File: config.mk
export PLATFORM = sky130hd
export DESIGN_NAME = mem_arbiter_flat
export DESIGN_NICKNAME = d
export VERILOG_FILES = /design/src/rtl/mem_arbiter_if.sv /design/src/rtl/mem_arbiter.sv /design/src/flat_wrapper.sv
export SDC_FILE = /design/constraint.sdc
export NUM_CORES = 1
export LEC_CHECK = 0
export BUFFER_PORTS_ARGS = -buffer_cell sky130_fd_sc_hd__buf_2
export CAP_MARGIN = 20
export CORE_UTILIZATION = 45
export DETAILED_ROUTE_END_ITERATION = 8
export GPL_TIMING_DRIVEN = 1
export PLACE_DENSITY = 0.74
export SLEW_MARGIN = 10
export SYNTH_ARGS = -nofsm -noshare
export SYNTH_HDL_FRONTEND = slang
export SYNTH_SLANG_ARGS = --single-unit
File: constraint.sdc
create_clock -name clk -period 3.5 [get_ports clk]
set_clock_uncertainty 0.2 [all_clocks]
set_input_delay 0.175 -clock clk [delete_from_list [all_inputs] [get_ports clk]]
set_output_delay 0.175 -clock clk [all_outputs]
set_load 0.02 [all_outputs]
File: src/rtl/mem_arbiter_if.sv
`default_nettype none
// mem_arbiter_if: fetch port, data port and memory port of the IF/MEM memory arbiter.
// The slave modport is the arbiter; the master modport is the pipeline plus memory side.
interface mem_arbiter_if #(
  parameter int ADDR_W = 8
);
  logic              if_req;
  logic [ADDR_W-1:0] if_addr;
  logic              if_valid;
  logic [31:0]       if_rdata;

  logic              d_req;
  logic              d_we;
  logic [1:0]        d_size;
  logic [ADDR_W-1:0] d_addr;
  logic [31:0]       d_wdata;
  logic              d_valid;
  logic [31:0]       d_rdata;
  logic              d_err;

  logic              mem_en;
  logic              mem_we;
  logic [1:0]        mem_size;
  logic [ADDR_W-1:0] mem_addr;
  logic [31:0]       mem_wdata;
  logic [31:0]       mem_rdata;

  logic              stall_if;
  logic              stall_mem;

  modport slave (
    input  if_req, if_addr, d_req, d_we, d_size, d_addr, d_wdata, mem_rdata,
    output if_valid, if_rdata, d_valid, d_rdata, d_err,
           mem_en, mem_we, mem_size, mem_addr, mem_wdata, stall_if, stall_mem
  );

  modport master (
    output if_req, if_addr, d_req, d_we, d_size, d_addr, d_wdata, mem_rdata,
    input  if_valid, if_rdata, d_valid, d_rdata, d_err,
           mem_en, mem_we, mem_size, mem_addr, mem_wdata, stall_if, stall_mem
  );
endinterface
`default_nettype wire

File: src/rtl/mem_arbiter.sv
`default_nettype none
// mem_arbiter: shares one single-port synchronous memory between instruction fetch and load/store.
// Optional misaligned-data check enabled by defining MEM_ARB_MISALIGN_CHK_EN.
module mem_arbiter #(
  parameter int ADDR_W     = 8,
  parameter int MEM_LAT    = 1,
  parameter int STARVE_MAX = 4
) (
  input  logic         clk,
  input  logic         rst,
  mem_arbiter_if.slave bus
);
  localparam int LAT_W = $clog2(MEM_LAT + 1);
  localparam int STV_W = (STARVE_MAX > 0) ? $clog2(STARVE_MAX + 1) : 1;
  localparam logic [LAT_W-1:0] LAT_LAST = LAT_W'(MEM_LAT);
  localparam logic [STV_W-1:0] STV_FULL = STV_W'(STARVE_MAX);

  typedef enum logic [1:0] {
    S_IDLE   = 2'd0,
    S_ACCESS = 2'd1,
    S_WAIT   = 2'd2,
    S_RESP   = 2'd3
  } state_t;

  state_t            state_q;
  logic              own_d_q;
  logic              mis_q;
  logic              st_q;
  logic [LAT_W-1:0]  lat_q;
  logic [STV_W-1:0]  starve_q;
  logic              if_valid_q;
  logic [31:0]       if_rdata_q;
  logic              d_valid_q;
  logic [31:0]       d_rdata_q;
  logic              d_err_q;
  logic              mem_en_q;
  logic              mem_we_q;
  logic [1:0]        mem_size_q;
  logic [ADDR_W-1:0] mem_addr_q;
  logic [31:0]       mem_wdata_q;

  logic grant_if;
  logic mis_chk;

  assign grant_if = bus.if_req && (!bus.d_req || (starve_q == STV_FULL));

`ifdef MEM_ARB_MISALIGN_CHK_EN
  assign mis_chk = ((bus.d_size == 2'b01) && bus.d_addr[0]) ||
                   ((bus.d_size == 2'b10) && (bus.d_addr[1:0] != 2'b00));
`else
  assign mis_chk = 1'b0;
`endif

  always_ff @(posedge clk or negedge rst) begin
    if (!rst) begin
      state_q     <= S_IDLE;
      own_d_q     <= 1'b0;
      mis_q       <= 1'b0;
      st_q        <= 1'b0;
      lat_q       <= '0;
      starve_q    <= '0;
      if_valid_q  <= 1'b0;
      if_rdata_q  <= '0;
      d_valid_q   <= 1'b0;
      d_rdata_q   <= '0;
      d_err_q     <= 1'b0;
      mem_en_q    <= 1'b0;
      mem_we_q    <= 1'b0;
      mem_size_q  <= '0;
      mem_addr_q  <= '0;
      mem_wdata_q <= '0;
    end else begin
      if_valid_q <= 1'b0;
      d_valid_q  <= 1'b0;
      d_err_q    <= 1'b0;
      mem_en_q   <= 1'b0;
      case (state_q)
        S_IDLE: begin
          if (grant_if) begin
            own_d_q    <= 1'b0;
            mis_q      <= 1'b0;
            st_q       <= 1'b0;
            mem_en_q   <= 1'b1;
            mem_we_q   <= 1'b0;
            mem_size_q <= 2'b10;
            mem_addr_q <= bus.if_addr;
            starve_q   <= '0;
            state_q    <= S_ACCESS;
          end else if (bus.d_req) begin
            own_d_q <= 1'b1;
            mis_q   <= mis_chk;
            st_q    <= bus.d_we;
            // A misaligned access keeps its slot timing but never touches memory.
            if (!mis_chk) begin
              mem_en_q    <= 1'b1;
              mem_we_q    <= bus.d_we;
              mem_size_q  <= bus.d_size;
              mem_addr_q  <= bus.d_addr;
              mem_wdata_q <= bus.d_wdata;
            end
            if (bus.if_req && (starve_q != STV_FULL)) begin
              starve_q <= starve_q + STV_W'(1);
            end
            state_q <= S_ACCESS;
          end
        end
        S_ACCESS: begin
          mem_we_q <= 1'b0;
          lat_q    <= LAT_W'(1);
          state_q  <= S_WAIT;
        end
        S_WAIT: begin
          // mem_rdata is valid now, MEM_LAT cycles after the strobe.
          if (lat_q == LAT_LAST) begin
            if (own_d_q) begin
              d_valid_q <= 1'b1;
              d_err_q   <= mis_q;
              if (mis_q) begin
                d_rdata_q <= '0;
              end else if (!st_q) begin
                d_rdata_q <= bus.mem_rdata;
              end
            end else begin
              if_valid_q <= 1'b1;
              if_rdata_q <= bus.mem_rdata;
            end
            state_q <= S_RESP;
          end else begin
            lat_q <= lat_q + LAT_W'(1);
          end
        end
        S_RESP: begin
          state_q <= S_IDLE;
        end
        default: begin
          state_q <= S_IDLE;
        end
      endcase
    end
  end

  assign bus.if_valid  = if_valid_q;
  assign bus.if_rdata  = if_rdata_q;
  assign bus.d_valid   = d_valid_q;
  assign bus.d_rdata   = d_rdata_q;
  assign bus.d_err     = d_err_q;
  assign bus.mem_en    = mem_en_q;
  assign bus.mem_we    = mem_we_q;
  assign bus.mem_size  = mem_size_q;
  assign bus.mem_addr  = mem_addr_q;
  assign bus.mem_wdata = mem_wdata_q;
  assign bus.stall_if  = bus.if_req & ~if_valid_q;
  assign bus.stall_mem = bus.d_req & ~d_valid_q;
endmodule
`default_nettype wire

File: src/flat_wrapper.sv
// flat-port wrapper written by rule: the top's interface ports become plain ports
module mem_arbiter_flat 
#(
  parameter int ADDR_W     = 8,
  parameter int MEM_LAT    = 1,
  parameter int STARVE_MAX = 4
)
  (clk, rst, bus_if_req, bus_if_addr, bus_d_req, bus_d_we, bus_d_size, bus_d_addr, bus_d_wdata, bus_mem_rdata, bus_if_valid, bus_if_rdata, bus_d_valid, bus_d_rdata, bus_d_err, bus_mem_en, bus_mem_we, bus_mem_size, bus_mem_addr, bus_mem_wdata, bus_stall_if, bus_stall_mem);
  mem_arbiter_if #(.ADDR_W(ADDR_W)) bus_i ();
  input  logic clk;
  input  logic rst;
  input wire logic [$bits(bus_i.if_req)-1:0] bus_if_req;
  input wire logic [$bits(bus_i.if_addr)-1:0] bus_if_addr;
  input wire logic [$bits(bus_i.d_req)-1:0] bus_d_req;
  input wire logic [$bits(bus_i.d_we)-1:0] bus_d_we;
  input wire logic [$bits(bus_i.d_size)-1:0] bus_d_size;
  input wire logic [$bits(bus_i.d_addr)-1:0] bus_d_addr;
  input wire logic [$bits(bus_i.d_wdata)-1:0] bus_d_wdata;
  input wire logic [$bits(bus_i.mem_rdata)-1:0] bus_mem_rdata;
  output wire logic [$bits(bus_i.if_valid)-1:0] bus_if_valid;
  output wire logic [$bits(bus_i.if_rdata)-1:0] bus_if_rdata;
  output wire logic [$bits(bus_i.d_valid)-1:0] bus_d_valid;
  output wire logic [$bits(bus_i.d_rdata)-1:0] bus_d_rdata;
  output wire logic [$bits(bus_i.d_err)-1:0] bus_d_err;
  output wire logic [$bits(bus_i.mem_en)-1:0] bus_mem_en;
  output wire logic [$bits(bus_i.mem_we)-1:0] bus_mem_we;
  output wire logic [$bits(bus_i.mem_size)-1:0] bus_mem_size;
  output wire logic [$bits(bus_i.mem_addr)-1:0] bus_mem_addr;
  output wire logic [$bits(bus_i.mem_wdata)-1:0] bus_mem_wdata;
  output wire logic [$bits(bus_i.stall_if)-1:0] bus_stall_if;
  output wire logic [$bits(bus_i.stall_mem)-1:0] bus_stall_mem;
  assign bus_i.if_req = bus_if_req;
  assign bus_i.if_addr = bus_if_addr;
  assign bus_i.d_req = bus_d_req;
  assign bus_i.d_we = bus_d_we;
  assign bus_i.d_size = bus_d_size;
  assign bus_i.d_addr = bus_d_addr;
  assign bus_i.d_wdata = bus_d_wdata;
  assign bus_i.mem_rdata = bus_mem_rdata;
  assign bus_if_valid = bus_i.if_valid;
  assign bus_if_rdata = bus_i.if_rdata;
  assign bus_d_valid = bus_i.d_valid;
  assign bus_d_rdata = bus_i.d_rdata;
  assign bus_d_err = bus_i.d_err;
  assign bus_mem_en = bus_i.mem_en;
  assign bus_mem_we = bus_i.mem_we;
  assign bus_mem_size = bus_i.mem_size;
  assign bus_mem_addr = bus_i.mem_addr;
  assign bus_mem_wdata = bus_i.mem_wdata;
  assign bus_stall_if = bus_i.stall_if;
  assign bus_stall_mem = bus_i.stall_mem;
  mem_arbiter #(.ADDR_W(ADDR_W), .MEM_LAT(MEM_LAT), .STARVE_MAX(STARVE_MAX)) u_core (.clk(clk), .rst(rst), .bus(bus_i));
endmodule
==> impl_metrics.json, run 1 <==
{
  "p_seq_share_pct": 31.9,
  "rows": 37,
  "p_per_area_mw_per_mm2": 1027,
  "dieArea_sq_mm": 0.01098,
  "wl_per_cell_um": 15.70,
  "violations": "design-rule violations",
  "core-area_sq_mm": 0.01028,
  "p_switching_w": 0.002726,
  "max_freq_mhz": 427.6,
  "cts_htree_levels": 4,
  "rsz0062_at_grt": "false",
  "cts_tree": "done",
  "drc": 5,
  "die-width_um": 104.8,
  "ys.flop_type": "dfrtp_1",
  "slew_viol_final": 0,
  "yosys_warnings": 0,
  "worstPathRequired_ns": 3.70,
  "via_count": 3688,
  "p_leak_nw": 3.622,
  "grt_usage_pct": 22.65,
  "final_nets": 705,
  "slew_headroom_pct": 42.90,
  "seq_area_frac_synth_pct": 62.11,
  "drive_gt1_share_pct": 53.92,
  "port_buffers": 198,
  "synth_nets": 409,
  "grt_max_degree": 68,
  "power.share.combinational_pct": 42.8,
  "grt_first_pass_wirelength_um": 19160,
  "status": "complete, but fails checks",
  "setup_tns_ns": 0,
  "place_inst": 641,
  "critical_path_class": "reg -> reg",
  "syn_to_final_growth_pct": 55.84,
  "synth_commonest_cells": "dfrtp_1 (118), mux2_2 (67), mux2_4 (29)",
  "ys_types": 32,
  "antenna_left": 0,
  "path_clk_slew_ns": 0.06,
  "crit_arrival_ns": 2.54,
  "cts_made_buffers": 17,
  "die_height_um": 104.8,
  "gp_congestion": 0.7827,
  "syn_area_sq_mm": 0.004755,
  "n_fill_cell": 700,
  "power.share.clock_pct": 25.2,
  "synth_top_area_share_pct": 62.11,
  "cts_buffer_depth": 2,
  "intPower_w": 0.004882,
  "end_kind": "flip-flop",
  "cts-root-buf": "clkbuf_8",
  "yosysMostFrequentCell": "dfrtp_1",
  "via_per_inst": 4.846,
  "avgSynthCellArea_sq_um": 15.05,
  "setup_viol": 0,
  "cts.sinks": 118,
  "first_pass_iters": 6,
  "synthCells": 316,
  "async_flop_share_pct": 100.0,
  "fin_crit_ns": 2.339,
  "antenna-diode-count": 0,
  "initial_core_util_pct": 46.26,
  "worst_slew_pin_slew_ns": 0.8566,
  "min_period_over_period_pct": 66.83,
  "hold_viol_final": 0,
  "ctsResizeCount": 0,
  "cap_violations": 0,
  "stdcell_count": 761,
  "peakVddDrop_mv": 0.4481,
  "antenna_found_initial": 0,
  "wl_um": 11950,
  "swShare_pct": 35.83,
  "ios": 200,
  "grt_pass1_vias": 3919,
  "synth_top_area_cell": "dfrtp_1",
  "ys_ff_latch": 118,
  "drt_iter0_markers": 158,
  "synthTopCellsByArea": "dfrtp_1 (62%), mux2_2 (16%), mux2_4 (9.2%), nand2_1 (1.9%), ha_1 (1.6%)",
  "clkLatencyLatePin_ns": 0.51,
  "hpwl_um": 7397,
  "hp-class": "in -> async",
  "synth_edf_count": 0,
  "overflow": 0,
  "startpoint_type": "flip-flop",
  "cp_max_fo": 15
}
## power groups by stage
stage	Combinational, W	Clock (W)	Sequential (W)
after global placement	0.00300	0	0.00240
after floorplan	0.00127	0	0.00322
after CTS	0.00326	0.00195	0.00242
after detailed placement	0.00308	0	0.00243
final	0.00326	0.00192	0.00243
after global routing	0.00346	0.00201	0.00250
## layout make-up
type                            count  area, sq um  share of cell area (%)
Inverter                           11        41.29                  0.5572
Tap cell                          136        170.2                   2.297
Multi-Input combinational cell    170         1652                   22.29
Sequential cell                   118         2953                   39.85
Clock buffer                       19        431.7                   5.826
Timing Repair Buffer              294         1934                   26.11
Clock inverter                     13        227.7                   3.073
## final timing paths
kind                            slack (ns)                         startpoint  depth (start not counted)                                   to
worst max-delay path                  1.16      u_core.state_q[0]$_DFFE_PN0P_                          6  u_core.bus.mem_wdata[0]$_DFFE_PN0P_
worst min-delay path                  0.13                                rst                          2  u_core.bus.if_rdata[12]$_DFFE_PN0P_
worst max register to register        1.16      u_core.state_q[0]$_DFFE_PN0P_                          6  u_core.bus.mem_wdata[0]$_DFFE_PN0P_
worst min register to register        0.30  u_core.bus.d_rdata[3]$_DFFE_PN0P_                          1    u_core.bus.d_rdata[3]$_DFFE_PN0P_
max in group asynchronous             2.06                                rst                          3   u_core.bus.if_rdata[4]$_DFFE_PN0P_
min in group clk                      0.23                     bus_d_wdata[8]                          3  u_core.bus.mem_wdata[8]$_DFFE_PN0P_
## cells in the final DEF, fill, tap and decap left out, types with 2 or more instances in the layout
cell type	Yosys	layout
nand3_1	3	3
o211ai_1	9	9
nand2_1	24	24
clkinv_4	0	2
clkinvlp_4	0	2
ha_1	6	6
o21ai_0	4	4
clkbuf_16	0	16
dfrtp_1	118	118
mux2_4	29	29
inv_1	10	10
buf_2	10	197
clkinv_2	0	3
dlygate4sd3_1	0	88
nor2b_1	2	2
bufinv_16	0	6
nand4_1	8	8
a21oi_1	2	2
clkbuf_8	0	2
mux2_2	67	67
buf_4	1	9
## metrics by stage
stage               setup slack (ns)  hold WS, ns  utilization [%]  power, W  area, sq um
floorplan                      1.660      -0.3206                -  0.004492         4755
global placement               1.256       0.1279            57.11  0.005395         5869
detailed placement             1.198       0.1411            57.11  0.005505         5869
CTS                            1.179       0.1341            72.10  0.007636         7410
global route                   1.049       0.2033            72.10  0.007973         7410
finish                         1.161       0.1289            72.10  0.007608         7410
## critical path: stages (launching register included)
cell and delay [ns]:
dfrtp_1 0.41, inv_1 0.12, ha_1 0.15, buf_4 0.19, and3_2 0.44, buf_4 0.34, mux2_2 0.36
## cell families after synthesis
group	Yosys count	synth area share [%]
buf+inv	28	3.184
fa+ha+maj	6	1.579
other cells	1	0.07887
simple gates	44	4.500
mux	97	25.26
compound gates	22	3.290
flops	118	62.11
## state kept, by name, indices dropped and copies added, names as in the netlist
name / cells
u_core.state_q: 2
u_core.bus.mem_wdata: 32
u_core.own_d_q: 1
u_core.bus.if_valid: 1
u_core.st_q: 1
u_core.starve_q: 3
u_core.bus.mem_size: 2
u_core.bus.mem_en: 1
u_core.bus.mem_addr: 8
u_core.bus.d_rdata: 32
u_core.bus.d_valid: 1
u_core.bus.if_rdata: 32
u_core.bus.mem_we: 1
u_core.lat_q: 1
## metal layers
metal,wire [um],global-route usage (%),up-vias
li1,-,-,1706
met1,4837,25.74,1824
met2,6309,39.83,133
met3,531,5.053,25
met4,272,11.77,0
met5,0,0,-
## repair_timing
item,in CTS,in global routing
setup endpoints to repair,0,0
endpoints found under the hold margin,178,0
hold buffers,88,0
buffers inserted,0,0
No activity file was read; power rests on OpenSTA's default activity.
==> run 2, diff against run 1 <==
--- a/config.mk
+++ b/config.mk
@@ -5,12 +5,13 @@
 export SDC_FILE = /design/constraint.sdc
 export NUM_CORES = 1
 export LEC_CHECK = 0
+export ABC_AREA = 1
 export BUFFER_PORTS_ARGS = -buffer_cell sky130_fd_sc_hd__buf_2
 export CAP_MARGIN = 20
 export CORE_UTILIZATION = 45
 export DETAILED_ROUTE_END_ITERATION = 8
 export GPL_TIMING_DRIVEN = 1
-export PLACE_DENSITY = 0.74
+export PLACE_DENSITY = 0.73
 export SLEW_MARGIN = 10
 export SYNTH_ARGS = -nofsm -noshare
 export SYNTH_HDL_FRONTEND = slang
==> constraint.sdc (replaced) <==
create_clock -name clk -period 2.3 [get_ports clk]
set_clock_uncertainty 0.2 [all_clocks]
set_input_delay 0.115 -clock clk [delete_from_list [all_inputs] [get_ports clk]]
set_output_delay 0.115 -clock clk [all_outputs]
set_load 0.02 [all_outputs]
==> impl_metrics.json, run 2 <==
{
  "fin_crit_ns": 2.200,
  "path_clk_slew_ns": 0.06,
  "r2r-end": "u_core.st_q$_DFFE_PN0P_",
  "die_height_um": 107.0,
  "reg2reg_slack_ns": 0.1,
  "ios": 200,
  "yosysMostFrequentCell": "nand2_1",
  "r2r-start": "u_core.state_q[0]$_DFFE_PN0P_",
  "first_pass_iters": 5,
  "holdPathStages": 4,
  "final_common_cell": "buf_2",
  "via_per_inst": 4.880,
  "reg2reg_depth": 8,
  "synth_top_area_share_pct": 59.51,
  "max_freq_mhz": 454.5,
  "hold-path-endpoint": "u_core.bus.mem_wdata[14]$_DFFE_PN0P_",
  "power.share.clock_pct": 25.9,
  "rows": 37,
  "yosys_warnings": 0,
  "synthTopCellsByArea": "dfrtp_1 (60%), nand2_1 (12%), nand3_1 (5.3%), inv_1 (4.6%), o21ai_2 (4.2%)",
  "slew_viol_final": 0,
  "ys_types": 23,
  "grt_max_degree": 67,
  "worst_slew_pin_slew_ns": 0.7494,
  "power_w": 0.01121,
  "peakVddDrop_mv": 0.8757,
  "final_nets": 902,
  "drc": 0,
  "power.share.combinational_pct": 41.7,
  "swShare_pct": 40.82,
  "cts-root-buf": "clkbuf_8",
  "placed_area_sq_mm": 0.005977,
  "syn_to_final_growth_pct": 52.45,
  "hold_viol_final": 0,
  "worstPathRequired_ns": 2.54,
  "synth_commonest_cells": "nand2_1 (160), dfrtp_1 (118), inv_1 (61)",
  "status": "complete, no violations",
  "core-area_sq_mm": 0.01051,
  "p_leak_nw": 4.150,
  "async_flop_share_pct": 100.0,
  "critical_path_class": "reg -> reg",
  "die-width_um": 107.0,
  "multi_input_area_sq_mm": 0.001550,
  "startpoint_type": "flip-flop",
  "antenna-diode-count": 0,
  "drive_gt1_share_pct": 33.45,
  "antenna_left": 0,
  "antenna_found_initial": 0,
  "drt_iter0_markers": 362,
  "grt_pass1_vias": 4788,
  "cts_tree": "done",
  "port_buffers": 198,
  "cts_buffer_depth": 2,
  "post-cts-setup-buffers": 0,
  "crit_arrival_ns": 2.44,
  "cp_max_fo": 14,
  "gp_congestion": 0.8430,
  "p_per_area_mw_per_mm2": 1482,
  "ys.flop_type": "dfrtp_1",
  "wl_per_cell_um": 15.07,
  "p_switching_w": 0.004576,
  "grt_first_pass_wirelength_um": 23180,
  "clkLatencyLatePin_ns": 0.52,
  "intPower_w": 0.006634,
  "initial_core_util_pct": 47.22,
  "crit_start": "u_core.state_q[0]$_DFFE_PN0P_",
  "syn_area_sq_mm": 0.004962,
  "seq_area_frac_synth_pct": 59.51,
  "min_period_over_period_pct": 95.66,
  "mostFrequentLayoutCells": "buf_2 (197), nand2_1 (160), dfrtp_1 (118)",
  "stdcell_area_sq_mm": 0.007565,
  "seq_area_sq_mm": 0.002953,
  "cts_htree_levels": 4,
  "wl_um": 14440,
  "hp-class": "in -> reg",
  "setup_viol": 0,
  "grt_usage_pct": 26.53,
  "overflow": 0,
  "synth_edf_count": 0,
  "avgSynthCellArea_sq_um": 9.543,
  "hold_start": "bus_d_wdata[14]",
  "end_kind": "flip-flop",
  "final_util_pct": 71.98,
  "synth_nets": 613,
  "hold-worst-slack_ns": 0.1679,
  "dieArea_sq_mm": 0.01145,
  "synth_top_area_cell": "dfrtp_1",
  "setup_tns_ns": 0,
  "cap_violations": 0,
  "synthCells": 520,
  "rsz0062_at_grt": "false",
  "via_count": 4675,
  "ys_ff_latch": 118,
  "hpwl_um": 8267,
  "n_fill_cell": 684,
  "p_seq_share_pct": 32.5,
  "slew_headroom_pct": 50.04,
  "cts_made_buffers": 17,
  "cts.sinks": 118
}
==> run 2: cell type report <==
type                       instances  area share [%]
inverter                          62           3.076
sequential                       118           39.03
clock buffer                      21           6.070
timing repair buffer             298           26.48
multi-input combinational        312           20.49
clock inverter                    11           2.597
tap                              136           2.249
==> run 2: cell families (layout without fill, tap and decap cells) <==
group	Yosys count	after routing	synth area share (%)
AOI/OAI and AO/OA	72	72	9.128
adders and majority gates	6	6	1.513
xor gates and xnor gates	1	1	0.1765
DFF	118	118	59.51
and+or+nand+nor	232	232	20.10
other	1	1	0.07557
buffers and inverters	90	392	9.506
==> run 2: timing repair <==
action,CTS,global route
endpoints found under the hold margin,232,0
hold buffers,93,0
resized for setup,0,3
endpoints found under the setup margin,0,26
==> run 2: how the worst max path moves through the flow <==
stage | slack, ns | to
after floorplan | 0.74 | u_core.bus.d_rdata[23]$_DFFE_PN0P_
after global placement | 0.38 | u_core.bus.d_rdata[8]$_DFFE_PN0P_
after detailed placement | 0.26 | u_core.bus.d_rdata[11]$_DFFE_PN0P_
after CTS | 0.02 | u_core.bus.if_rdata[29]$_DFFE_PN0P_
after global routing | 0.01 | u_core.bus.mem_we$_DFFE_PN0P_
final | 0.1 | u_core.st_q$_DFFE_PN0P_
==> run 2: power by group through the flow <==
stage	logic, W	clock network (W)	registers (W)
global route	0.00511	0.00304	0.00375
finish	0.00467	0.00290	0.00364
floorplan	0.00186	0	0.00476
global placement	0.00431	0	0.00359
detailed placement	0.00446	0	0.00362
CTS	0.00463	0.00294	0.00362
==> run 2: metrics by stage <==
stage          setup slack (ns)  cells
2_1_floorplan            0.7361    520
3_3_place_gp             0.3831    834
3_5_place_dp             0.2576    834
4_1_cts                 0.02218    959
5_1_grt                0.009913    958
6_report                0.09978    958
==> run 2: layer usage <==
layer	vias up	wire, um	global-route usage, %
met1	2201	5745	30.47
li1	2201	-	-
met4	0	308	11.45
met2	244	7018	45.30
met5	-	0	0
met3	29	1365	8.571
==> run 2: worst max-delay path, stage by stage, from the launching register on <==
cell and delay [ns]:
dfrtp_1 0.40, inv_1 0.12, ha_2 0.22, nand2_1 0.13, nand2_4 0.13, buf_6 0.17, nand3_1 0.10, dlygate4sd3_1 0.57
o21ai_1 0.07
